`config.mk`:
```
export PLATFORM = sky130hd
export DESIGN_NAME = clause_interval_collector
export DESIGN_NICKNAME = d
export VERILOG_FILES = /design/src/rtl/clause_interval_collector_pkg.sv /design/src/rtl/clause_interval_collector_bound_update.sv /design/src/rtl/clause_interval_collector.sv
export SDC_FILE = /design/constraint.sdc
export NUM_CORES = 1
export LEC_CHECK = 0
export BUFFER_PORTS_ARGS = -buffer_cell sky130_fd_sc_hd__buf_2
export CELL_PAD_IN_SITES_DETAIL_PLACEMENT = 1
export CELL_PAD_IN_SITES_GLOBAL_PLACEMENT = 1
export CORE_UTILIZATION = 30
export DETAILED_ROUTE_END_ITERATION = 10
export HOLD_SLACK_MARGIN = 0.15
export PLACE_DENSITY_LB_ADDON = 0.15
export SETUP_SLACK_MARGIN = 0.05
export SYNTH_ARGS = -nofsm -noshare
export SYNTH_HDL_FRONTEND = slang
export SYNTH_SLANG_ARGS = --single-unit
```
`constraint.sdc`:
```
create_clock -name in_clk -period 4 [get_ports in_clk]
set_input_delay 0.2 -clock in_clk [delete_from_list [all_inputs] [get_ports in_clk]]
set_output_delay 0.2 -clock in_clk [all_outputs]
set_load 0.02 [all_outputs]
```
`src/rtl/clause_interval_collector_pkg.sv`:
```
// Shared definitions for the clause interval collector: widths, FSM state
// encoding and the full-range bound constants used on every new variable.
// Ports: none (package).
package clause_interval_collector_pkg;

    localparam int MAXIMUM_BIT_WIDTH_OF_COEFFICIENT  = 8;
    localparam int MAXIMUM_BIT_WIDTH_OF_CLAUSE_COUNT = 4;

    localparam int W  = MAXIMUM_BIT_WIDTH_OF_COEFFICIENT;
    localparam int CW = MAXIMUM_BIT_WIDTH_OF_CLAUSE_COUNT;

    typedef enum logic [1:0] {
        ST_IDLE    = 2'd0,
        ST_COLLECT = 2'd1,
        ST_DONE    = 2'd2
    } state_t;

    // Widest interval representable in W signed bits.
    localparam logic signed [W-1:0] BOUND_MIN = {1'b1, {(W-1){1'b0}}};
    localparam logic signed [W-1:0] BOUND_MAX = {1'b0, {(W-1){1'b1}}};

endpackage

```
`src/rtl/clause_interval_collector_bound_update.sv`:
```
// Purpose: narrows [lower, upper] by one reduced clause (+/-)y + b <= 0.
// Latency: purely combinational.
// Backpressure: none; the caller decides when the result is committed.
// Ports: i_lower/i_upper current bounds, i_bias/i_sign/i_active clause,
//        o_lower/o_upper narrowed bounds.
module clause_bound_update
    import clause_interval_collector_pkg::*;
(
    input  logic signed [W-1:0] i_lower,
    input  logic signed [W-1:0] i_upper,
    input  logic signed [W-1:0] i_bias,
    input  logic                i_sign,
    input  logic                i_active,
    output logic signed [W-1:0] o_lower,
    output logic signed [W-1:0] o_upper
);

    // -bias needs one extra bit so that bias = -2^(W-1) yields +2^(W-1),
    // which is never below any W-bit upper bound and so leaves it unchanged.
    logic signed [W:0] w_neg_bias;
    logic signed [W:0] w_upper_ext;

    assign w_neg_bias  = -$signed({i_bias[W-1], i_bias});
    assign w_upper_ext = $signed({i_upper[W-1], i_upper});

    always_comb begin
        o_lower = i_lower;
        o_upper = i_upper;
        if (i_active) begin
            if (i_sign) begin
                // +y + b <= 0  ->  y <= -b
                if (w_neg_bias < w_upper_ext) begin
                    o_upper = w_neg_bias[W-1:0];
                end
            end else begin
                // -y + b <= 0  ->  y >= b
                if (i_bias > i_lower) begin
                    o_lower = i_bias;
                end
            end
        end
    end

endmodule

```
`src/rtl/clause_interval_collector.sv`:
```
// Purpose: intersects a stream of reduced clauses into one feasible interval for y.
// Latency: bounds update one cycle after each accept; done one cycle after the last accept.
// Backpressure: ready only in COLLECT; nothing is buffered, upstream holds the clause.
// Ports: in_clk/in_reset_n clock and async active-low reset; in_start begins a
//        new variable; in_clause_valid/out_clause_ready handshake carrying
//        in_bias/in_sign/in_active/in_last; results out_lower_bound,
//        out_upper_bound, out_feasible, out_done, out_active_count.
module clause_interval_collector
    import clause_interval_collector_pkg::*;
(
    input  logic                 in_clk,
    input  logic                 in_reset_n,
    input  logic                 in_start,
    input  logic                 in_clause_valid,
    output logic                 out_clause_ready,
    input  logic signed [W-1:0]  in_bias,
    input  logic                 in_sign,
    input  logic                 in_active,
    input  logic                 in_last,
    output logic signed [W-1:0]  out_lower_bound,
    output logic signed [W-1:0]  out_upper_bound,
    output logic                 out_feasible,
    output logic                 out_done,
    output logic [CW-1:0]        out_active_count
);

    state_t                r_state;
    state_t                w_state_next;
    logic signed [W-1:0]   r_lower;
    logic signed [W-1:0]   r_upper;
    logic                  r_feasible;
    logic                  r_done;
    logic [CW-1:0]         r_count;
    logic                  w_accept;
    logic signed [W-1:0]   w_next_lower;
    logic signed [W-1:0]   w_next_upper;

    // Ready decodes straight from the state register, so it carries no
    // combinational path from any input.
    assign out_clause_ready = (r_state == ST_COLLECT);

    // A clause coinciding with in_start belongs to the previous variable.
    assign w_accept = in_clause_valid && out_clause_ready && !in_start;

    clause_bound_update u_bound_update (
        .i_lower  (r_lower),
        .i_upper  (r_upper),
        .i_bias   (in_bias),
        .i_sign   (in_sign),
        .i_active (in_active),
        .o_lower  (w_next_lower),
        .o_upper  (w_next_upper)
    );

    always_ff @(posedge in_clk or negedge in_reset_n) begin
        if (!in_reset_n) begin
            r_state <= ST_IDLE;
        end else begin
            r_state <= w_state_next;
        end
    end

    always_comb begin
        w_state_next = r_state;
        if (in_start) begin
            w_state_next = ST_COLLECT;
        end else begin
            case (r_state)
                ST_COLLECT: if (w_accept && in_last) w_state_next = ST_DONE;
                default:    w_state_next = r_state;
            endcase
        end
    end

    always_ff @(posedge in_clk or negedge in_reset_n) begin
        if (!in_reset_n) begin
            r_lower    <= '0;
            r_upper    <= '0;
            r_feasible <= 1'b0;
            r_done     <= 1'b0;
            r_count    <= '0;
        end else if (in_start) begin
            r_lower    <= BOUND_MIN;
            r_upper    <= BOUND_MAX;
            r_feasible <= 1'b0;
            r_done     <= 1'b0;
            r_count    <= '0;
        end else if (w_accept) begin
            r_lower <= w_next_lower;
            r_upper <= w_next_upper;
            if (in_active && (r_count != {CW{1'b1}})) begin
                r_count <= r_count + CW'(1);
            end
            if (in_last) begin
                r_done     <= 1'b1;
                r_feasible <= (w_next_lower <= w_next_upper);
            end
        end
    end

    assign out_lower_bound  = r_lower;
    assign out_upper_bound  = r_upper;
    assign out_feasible     = r_feasible;
    assign out_done         = r_done;
    assign out_active_count = r_count;

endmodule

```
==> results <==
- Summing the sequential cell areas from Yosys gives just under 30% of the chip area.
- The arrival time at the worst endpoint is 3.88 ns.
- Entering global routing, the biggest net connects 41 pins.
- The clock reaches the later pin of the worst-skew pair after about 0.28 ns.
- In this run the remaining antenna-violating nets after routing total 0.
- VDD sags by at most 0.000173 V.
- Summing the areas of all xor and xnor instances in the mapped netlist gives 3.88% of the synthesized area.
- After technology mapping, the gate count stands at about 210.
- The hold path depth is 3.
- The residual DRC count is 6.
- The first global-routing pass estimated 8.69 mm of wire.
- The CTS tree is yes.
- The total count of max-transition violations in the final report is 0.
- After filler insertion, the fill cell instance count of the layout stands at 762.
- The final route contains 1682 vias.
- CTS built an H-tree with a depth of 1.
- The post-detailed-placement half-perimeter wirelength is 4.16 mm.
- Summed over all cells, the static leakage comes to 0.00130 uW.
- The starting density of the core is 31.5%.
- After detailed routing, the number of vias per cell comes to 4.95.
- The detailed-routing iteration count for the pre-antenna-repair pass is 7.
- The post-synthesis to final-layout area growth is 23.1%.
- The type of the worst setup path is in -> reg.
- The power density normalized to cell area is roughly 260 nW/um^2.
- Final hold analysis gives a worst-case slack of 0.194 ns.
- Yosys attributes the largest share of cell area to sky130_fd_sc_hd__dfrtp_1 (30%), sky130_fd_sc_hd__ha_1 (16%), sky130_fd_sc_hd__mux2i_1 (11%).
- 0 antenna diodes ended up in the layout.
- The synthesized netlist devotes 19.5% of its cell area to simple gates.
- For the final database, setup skew stands at 0.00647 ns.
- The final wirelength is about 5.2 mm.
- After floorplanning, the core was sized to cover 6460 um^2.
- The required arrival time at the worst endpoint is 4.16 ns.
- The largest fanout of any net on the critical path is 6.
- The longest clock path from root to sink contains 2 buffers.
- Setup repair after global routing left no endpoint under its margin.
- In the synthesized netlist the dominant register cell turns out to be sky130_fd_sc_hd__dfrtp_1.
- Row generation in the floorplan step produced 29 rows.
- The number of warnings printed during yosys synthesis is 0.
- In the finished design, the share of the clock period the worst path needs comes to 92.8%.
- Summing every instance area after synthesis gives 2030 um^2.
- The hold violation total from the final report came to 0.
- The netlist uses 45 different library cells.
- For the final routed database, the setup TNS stands at 0 ns.
- Port buffering added 37 buffers.
- The checks that failed: design-rule violations.
- The path class of the tightest hold or removal check is in -> reg.
- The number of nets in the synthesized netlist is 255.
- In this run the post-CTS setup repair buffer count came out at 0.
- In this run, CTS created clock tree buffers numbering 3.
- Of the total synthesized cell area, the portion taken by full adders, half adders and majority gates is between 15 and 20%.
- For the pin with the worst max-slew slack, the measured transition is ~0.65 ns.
- The area share of the leading cell type in the synthesized netlist is around 30%.
- The ratio of cells with drive above 1 in the final layout is between 20% and 30%.
- The die is 84.3 um tall.
- The number of global-route vias before repair is 1709.
- The number of enable-type register cells in the synthesized netlist is 0.
- The area fraction in compound gates after synthesis is 11.2%.
- The net count of the finished layout is approximately 310.
- The number of maximum-capacitance constraint violations is 0.
- After clock tree synthesis, the clock-pin slew on the worst setup and hold paths is 0.09 ns.
- The timing-limited maximum frequency is ~270 MHz.
- STA classifies the critical path startpoint as a primary input.
- In the final routed layout, each cell accounts on average for 15.3 um.
- Averaged over all synthesized cells, the footprint is 9.50 um^2.
- The die footprint is 7110 um^2.
- The x dimension of the die is 84.3 um.
- The endpoint class of the critical path is a flop.
- The flow ran to the end, but the final reports show violations.
- The all-layer global routing usage is 15.3%.
- Pin placement for this block handled 38 I/O pins.
- Clock tree synthesis found a total of 24 sinks.
- The clock tree root buffer cell is sky130_fd_sc_hd__clkbuf_8.
- Headroom to the max-slew limit came out at 56.7%.
- The detailed router finished its first iteration with 73 violations.
- The leading area contributor after synthesis is sky130_fd_sc_hd__dfrtp_1.
- For this run, the number of standard cells in the final layout without fillers is 340.
- The setup violation total in the final timing report is 0.
- In this run, synthesis produced a sequential element count of 24.
- For this run, asynchronously set or reset flops after synthesis account for 100%.
- The multiplexer share of the synthesized area is 15.2%.
- At the end of routability-driven placement, the weighted congestion stood at 0.789.
- After synthesis, the largest family of logic cells by area is simple AND/OR/NAND/NOR gates.
- The initial antenna violation count is 0.
- Including well taps, the total number of placed cells is 335.
- The smallest clock period supported by the final layout is computed as 3.71 ns.
- After global routing the overflow that remains totals 0.
- For the worst flop-to-flop path, the logic depth is 14.
==> synthesized netlist by cell type, types with 2 or more instances <==
master and n:
sky130_fd_sc_hd__a21o_1 6, sky130_fd_sc_hd__a21oi_1 5, sky130_fd_sc_hd__and3_1 3, sky130_fd_sc_hd__clkbuf_1 5
sky130_fd_sc_hd__dfrtp_1 24, sky130_fd_sc_hd__ha_1 26, sky130_fd_sc_hd__inv_1 19, sky130_fd_sc_hd__mux2_2 7
sky130_fd_sc_hd__mux2i_1 23, sky130_fd_sc_hd__nand2_1 3, sky130_fd_sc_hd__nand2b_1 14, sky130_fd_sc_hd__nand3_1 4
sky130_fd_sc_hd__nand4_1 5, sky130_fd_sc_hd__nor2_1 24, sky130_fd_sc_hd__nor2b_1 4, sky130_fd_sc_hd__o21ai_0 3
sky130_fd_sc_hd__o31a_1 2, sky130_fd_sc_hd__or2b_1 2, sky130_fd_sc_hd__or4_1 2, sky130_fd_sc_hd__xnor2_1 6
sky130_fd_sc_hd__xor2_1 3
==> cell type report <==
class                           count  area, um^2  share of cell area, %
Clock buffer                        3        41.3                   1.65
Multi-Input combinational cell    165        1370                   54.8
Timing Repair Buffer               51         293                   11.7
Clock inverter                      1        30.0                   1.20
Sequential cell                    24         601                   24.0
Inverter                           19        71.3                   2.85
Tap cell                           77        96.3                   3.85
==> what timing repair did <==
item	in CTS	in global routing
endpoints found under the setup margin	0	1
hold buffers	1	0
resized for setup	0	5
endpoints found under the hold margin	24	0
==> worst max-delay path: stages <==
cell and delay [ns]:
sky130_fd_sc_hd__buf_2 0.10, sky130_fd_sc_hd__or4_4 0.54, sky130_fd_sc_hd__nor4_2 0.19, sky130_fd_sc_hd__xnor2_1 0.19
sky130_fd_sc_hd__ha_1 0.29, sky130_fd_sc_hd__and3_1 0.20, sky130_fd_sc_hd__a221o_1 0.37, sky130_fd_sc_hd__a2bb2oi_4 0.18
sky130_fd_sc_hd__nand3_4 0.14, sky130_fd_sc_hd__mux2i_2 0.18, sky130_fd_sc_hd__ha_1 0.31, sky130_fd_sc_hd__a21o_1 0.17
sky130_fd_sc_hd__a211o_1 0.31, sky130_fd_sc_hd__nor2b_1 0.11, sky130_fd_sc_hd__a211oi_1 0.06, sky130_fd_sc_hd__o41ai_1 0.32
==> sequential cells by signal (all words and copies together), names as in the netlist <==
register and cells:
out_lower_bound 8, out_upper_bound 8, out_active_count 4, r_state 2, out_done 1, out_feasible 1
==> kinds of logic (layout without fill, tap and decap cells) <==
logic type | count (synthesis) | after routing
xor+xnor | 9 | 9
flops | 24 | 24
mux | 30 | 30
buf+inv | 25 | 74
fa+ha+maj | 26 | 26
simple gates | 71 | 71
compound gates | 29 | 29
==> layer usage <==
| layer | track usage (%) | vias to the layer above | share of wire, % |
|---|---|---|---|
| met2 | 25.9 | 31 | 48 |
| met3 | 3.54 | 2 | 4.1 |
| li1 | - | 854 | - |
| met5 | 0 | - | 0 |
| met1 | 20.1 | 795 | 47 |
| met4 | 2.82 | 0 | 0.48 |
==> per-stage QoR <==
| stage | power [uW] | setup slack [ns] | utilization (%) | instance area, um^2 |
|---|---|---|---|---|
| 6_report | 644 | 0.288 | 38.8 | 2500 |
| 3_3_place_gp | 422 | -0.109 | 37.0 | 2390 |
| 3_5_place_dp | 423 | -0.181 | 37.0 | 2390 |
| 5_1_grt | 683 | 0.0684 | 38.8 | 2500 |
| 4_1_cts | 657 | 0.132 | 38.2 | 2470 |
| 2_1_floorplan | 361 | 0.205 | - | 2030 |
==> power breakdown <==
part / total (uW) / switching, uW / internal (uW) / leakage, uW
clock network: 223 / 89.1 / 134 / 0.0000357
logic: 162 / 91.7 / 70.6 / 0.000980
registers: 258 / 7.85 / 251 / 0.000287
total: 644 / 189 / 455 / 0.00130
==> final timing paths <==
| kind | startpoint | to | slack (ns) |
|---|---|---|---|
| max | in_bias[3] | out_feasible | 0.29 |
| min | in_last | out_done | 0.19 |
| max reg2reg | out_lower_bound[5] | out_feasible | 0.46 |
| min reg2reg | out_done | out_done | 0.50 |
| max in group asynchronous | in_reset_n | out_active_count[2] | 3.16 |
| min in group asynchronous | in_reset_n | out_upper_bound[2] | 0.44 |
==> cells in the final DEF (no fill, tap or decap), drive strengths merged, types with 4 or more instances in the layout <==
cell type,count
a21o,6
a21oi,5
buf,50
dfrtp,24
ha,26
inv,19
mux2,7
mux2i,23
nand2b,14
nand3,5
nand4,5
nor2,26
nor2b,4
o21ai,4
xnor2,6
No activity file was read; power rests on OpenSTA's default activity.
